$ cat src/rtl/hostif_mbx_slave.sv
// rtl/hostif_mbx_slave.sv - Avalon-MM host register slave with event interrupts and fabric-to-host mailbox
module hostif_mbx_slave #(
    parameter int          MBX_DEPTH = 8,
    parameter logic [31:0] ID_VALUE  = 32'h504C4D42
) (
    input  logic        clk100_clk,
    input  logic        reset_clk100_reset_n,
    input  logic [17:0] s0_address,
    input  logic        s0_read,
    input  logic        s0_write,
    input  logic [31:0] s0_writedata,
    input  logic [3:0]  s0_byteenable,
    input  logic        s0_burstcount,
    input  logic        s0_debugaccess,
    output logic [31:0] s0_readdata,
    output logic        s0_readdatavalid,
    output logic        s0_waitrequest,
    input  logic        mbx_valid,
    input  logic [31:0] mbx_data,
    output logic        mbx_full,
    input  logic [3:0]  evt_i,
    output logic        irq_o
);

    localparam int AW = $clog2(MBX_DEPTH);
    localparam int CW = AW + 1;

    logic [31:0]   mem [MBX_DEPTH];
    logic [AW-1:0] wr_ptr, rd_ptr;
    logic [CW-1:0] count;
    logic [3:0]    evt_q, pend;
    logic [4:0]    irq_en;
    logic [31:0]   scratch;
    logic          ovf, udf;

    logic          sel_ok, wr_en, rd_mbx, mbx_empty, push, pop;
    logic [2:0]    idx;
    logic [31:0]   rdata;
    logic [3:0]    pend_clr;
    logic [1:0]    stat_clr;
    logic          unused_ok;

    assign unused_ok      = ^{s0_burstcount, s0_debugaccess, s0_address[1:0]};
    assign s0_waitrequest = 1'b0;

    assign sel_ok    = (s0_address[17:5] == 13'd0);
    assign idx       = s0_address[4:2];
    // A simultaneous read wins, so the write is suppressed entirely.
    assign wr_en     = s0_write & ~s0_read & sel_ok;
    assign rd_mbx    = s0_read & sel_ok & (idx == 3'd3);
    assign mbx_full  = (count == CW'(MBX_DEPTH));
    assign mbx_empty = (count == '0);
    // Full is judged before any same-cycle pop, so a push into a full mailbox is dropped.
    assign push      = mbx_valid & ~mbx_full;
    assign pop       = rd_mbx & ~mbx_empty;

    always_comb begin
        pend_clr = 4'd0;
        stat_clr = 2'd0;
        if (wr_en && idx == 3'd1) pend_clr = s0_writedata[3:0];
        if (wr_en && idx == 3'd4) stat_clr = s0_writedata[9:8];
    end

    always_comb begin
        rdata = 32'd0;
        if (sel_ok) begin
            case (idx)
                3'd0:    rdata = ID_VALUE;
                3'd1:    rdata = {27'd0, ~mbx_empty, pend};
                3'd2:    rdata = {27'd0, irq_en};
                3'd3:    rdata = mbx_empty ? 32'd0 : mem[rd_ptr];
                3'd4:    rdata = {22'd0, udf, ovf, 3'd0, 5'(count)};
                3'd5:    rdata = scratch;
                default: rdata = 32'd0;
            endcase
        end
    end

    always_ff @(posedge clk100_clk) begin
        if (push) mem[wr_ptr] <= mbx_data;
    end

    always_ff @(posedge clk100_clk) begin
        if (!reset_clk100_reset_n) begin
            wr_ptr           <= '0;
            rd_ptr           <= '0;
            count            <= '0;
            evt_q            <= 4'd0;
            pend             <= 4'd0;
            irq_en           <= 5'd0;
            scratch          <= 32'd0;
            ovf              <= 1'b0;
            udf              <= 1'b0;
            irq_o            <= 1'b0;
            s0_readdata      <= 32'd0;
            s0_readdatavalid <= 1'b0;
        end else begin
            s0_readdatavalid <= s0_read;
            s0_readdata      <= s0_read ? rdata : 32'd0;

            if (push) wr_ptr <= wr_ptr + AW'(1);
            if (pop)  rd_ptr <= rd_ptr + AW'(1);
            count <= count + CW'(push) - CW'(pop);

            evt_q <= evt_i;
            pend  <= (pend & ~pend_clr) | (evt_i & ~evt_q);
            ovf   <= (ovf & ~stat_clr[0]) | (mbx_valid & mbx_full);
            udf   <= (udf & ~stat_clr[1]) | (rd_mbx & mbx_empty);
            irq_o <= |({~mbx_empty, pend} & irq_en);

            if (wr_en && idx == 3'd2) irq_en <= s0_writedata[4:0];
            if (wr_en && idx == 3'd5) begin
                for (int b = 0; b < 4; b++) begin
                    if (s0_byteenable[b]) scratch[8*b +: 8] <= s0_writedata[8*b +: 8];
                end
            end
        end
    end

endmodule

$ cat config.mk
export PLATFORM = sky130hd
export DESIGN_NAME = hostif_mbx_slave
export DESIGN_NICKNAME = d
export VERILOG_FILES = /design/src/rtl/hostif_mbx_slave.sv
export SDC_FILE = /design/constraint.sdc
export NUM_CORES = 1
export LEC_CHECK = 0
export CELL_PAD_IN_SITES_DETAIL_PLACEMENT = 1
export CELL_PAD_IN_SITES_GLOBAL_PLACEMENT = 1
export CORE_AREA = 3 3 173 175
export CTS_CLUSTER_SIZE = 24
export DETAILED_ROUTE_END_ITERATION = 10
export DIE_AREA = 0 0 176 178
export MAX_ROUTING_LAYER = met4
export PLACE_DENSITY_LB_ADDON = 0.1
export SLEW_MARGIN = 20
export SYNTH_ARGS = -nofsm -noshare
export SYNTH_HDL_FRONTEND = slang
export SYNTH_SLANG_ARGS = --single-unit
$ cat constraint.sdc
create_clock -name clk100_clk -period 6.81 [get_ports clk100_clk]
set_clock_uncertainty 0.05 [all_clocks]
set_input_delay 2.043 -clock clk100_clk [delete_from_list [all_inputs] [get_ports clk100_clk]]
set_output_delay 2.043 -clock clk100_clk [all_outputs]
set_load 0.01 [all_outputs]
==> impl_metrics.json <==
{
  "relSlewSlack_pct": 23.9,
  "cp_max_fo": 16,
  "arrival_ns": 5.22,
  "hold_violations": 0,
  "min_period_ns": 4.87,
  "syn_avg_cell_area_um2": 17.2,
  "die_w_um": 176,
  "vias": 7698,
  "grt_start_max_net_pins": 71,
  "tritoncts": "built",
  "dpl.hpwl_um": 21400,
  "drc": 0,
  "synth_cell_type_count": 57,
  "drt_first_pass_iters": 4,
  "port_buffers": 127,
  "critPathLaunch": "s0_address[4]",
  "p_leak_nw": 5.36,
  "hold_ws_ns": 0.414,
  "grt_usage_pct": 22.3,
  "multiInputGateArea_um2": 3900,
  "register_area_um2": 9580,
  "rsz0062_at_grt": "false",
  "status": "completed",
  "clock_sinks": 350,
  "ios": 133,
  "netlist_instances": 806,
  "htree_levels": 2,
  "core_area_um2": 28600,
  "synth-seq-cells": 350,
  "max_cap_violations": 0,
  "drive_gt1_share_pct": 15.4,
  "antenna_found_initial": 1,
  "drt_iter0_drc": 560,
  "finalMaxSlewViolations": 0,
  "grt_pass1_vias": 8335,
  "vias_per_cell": 5.69,
  "fillCellCount": 2568,
  "routedWlPerCell_um": 24.7,
  "grt_pass1_wl_um": 50700,
  "syn-num-nets": 911,
  "overflow": 0,
  "start_util_pct": 48.4,
  "power_w": 0.00480,
  "clk_path_buf_depth": 3,
  "timing.fmax_mhz": 205,
  "hold_path.class": "reg2reg",
  "drtAntennaViolNets": 0,
  "synth_ff_type": "edfxtp_1",
  "vdd_drop_max_v": 0.000194,
  "syn_to_final_growth_pct": 20.3,
  "yosysSeqAreaShare_pct": 69.1,
  "worstSetupPathType": "in2reg",
  "gp_congestion": 0.817,
  "die_h_um": 178,
  "setup_viol": 0,
  "hold_path_startpoint": "scratch[4]$_SDFFE_PN0P_",
  "period_share_pct": 71.5,
  "tns_ns": 0,
  "cts_buffers": 38,
  "postCtsHoldBufs": 0,
  "worst-slew-pin-transition_ns": 1.14,
  "ys_warn_count": 0,
  "clkLatencyLatePin_ns": 0.52,
  "clkTransAtPathRegs_ns": 0.06,
  "rr_startpoint": "count[2]$_SDFF_PN0_",
  "synth_area_leader_cell": "edfxtp_1",
  "synth_top_cell_area_share_pct": 55.5,
  "synthTopCellsByCount": "256 x edfxtp_1, 94 x dfxtp_1, 40 x nand3_1, 39 x mux4_2, 34 x o21ai_0",
  "rows": 62,
  "cts_resized": 0,
  "fin_ws_ns": 1.94,
  "endpoint_kind": "flop",
  "syn_area_um2": 13800,
  "synthArstFlopShare_pct": 0,
  "dp_slack_ns": 1.49,
  "final_nets": 1044,
  "post-synth-top-count-cell": "edfxtp_1",
  "drt_wl_total_um": 33400,
  "finalCoreUtilization_pct": 58.2,
  "post_cts_buffers": 0,
  "start_kind": "input pin",
  "dieArea_um2": 31300,
  "cp.required_ns": 7.16,
  "synth_edf_count": 256,
  "synthTopCellsByArea": "edfxtp_1 56%, dfxtp_1 14%, mux4_2 6.3%, mux4_1 4.7%, mux2i_1 2.2%",
  "power.density_nw_per_um2": 288,
  "root_buffer": "clkbuf_16"
}
-- cell type report --
type	count	share of cell area, %
Tap cell	384	2.88
Timing Repair Buffer	146	8.53
Clock inverter	15	1.07
Inverter	12	0.270
Sequential cell	350	57.5
Clock buffer	54	6.32
Multi-Input combinational cell	391	23.4
Antenna cell	1	0.0150
-- through the flow --
step	area, µm²	std cells
after floorplan	13800	806
after global placement	15400	1283
after detailed placement	15400	1283
after CTS	16700	1352
after global routing	16700	1353
final	16700	1353
-- registers in the layout, summed over array words and instances (netlist names), 3 cells and up, named ones only --
register     cells
count            4
evt_q            4
irq_en           5
mem            256
pend             4
rd_ptr           3
s0_readdata     32
scratch         32
wr_ptr           3
-- power breakdown --
| group | total, W | switching (W) | internal [W] |
|---|---|---|---|
| clock network | 0.00201 | 0.000783 | 0.00123 |
| registers | 0.00242 | 0.0000332 | 0.00239 |
| logic | 0.000362 | 0.000196 | 0.000167 |
| total | 0.00480 | 0.00101 | 0.00378 |
-- kinds of logic (layout without fill, tap and decap cells) --
| group | count (synthesis) | after routing | synth area share, % |
|---|---|---|---|
| fa+ha+maj | 8 | 8 | 0.777 |
| simple gates | 134 | 134 | 5.80 |
| xor+xnor | 5 | 5 | 0.316 |
| buf+inv | 65 | 227 | 2.99 |
| compound gates | 131 | 131 | 6.22 |
| flops | 350 | 350 | 69.1 |
| mux | 112 | 112 | 14.7 |
| other cells | 1 | 2 | 0.0271 |
-- placed cells by master (no fill, tap or decap), drive strengths merged, types with 15 or more instances in the layout --
cell	netlist	routed
and2	15	15
a22o	17	17
o21ai	34	34
mux2	18	18
buf	34	20
edfxtp	256	256
dfxtp	94	94
mux2i	30	30
mux4	64	64
a21boi	32	32
nand2	33	33
clkdlybuf4s50	0	126
a21oi	23	23
clkbuf	18	54
nand3	41	41
-- worst paths after layout --
check	endpoint	slack, ns	depth (start not counted)
setup / recovery	count[2]$_SDFF_PN0_	1.94	10
hold / removal	scratch[4]$_SDFFE_PN0P_	0.41	2
setup reg to reg	count[2]$_SDFF_PN0_	3.77	11
hold reg to reg	scratch[4]$_SDFFE_PN0P_	0.41	2
-- metal layers --
layer | global-route usage, % | vias to the layer above | wire, µm
li1 | - | 3471 | -
met1 | 28.5 | 4027 | 14300
met2 | 37.7 | 159 | 17200
met3 | 3.38 | 41 | 1300
met4 | 5.87 | 0 | 604
met5 | - | - | 0
-- critical path, stage by stage --
cell and delay [ns]:
clkdlybuf4s50_1 0.77, nand3b_1 0.36, nor2b_2 0.42, nor4bb_1 0.37
buf_4 0.22, xnor2_1 0.07, ha_1 0.23, fa_1 0.41
xor2_1 0.16, and2_1 0.15
Note: power is estimated with default switching activity, not from simulation.
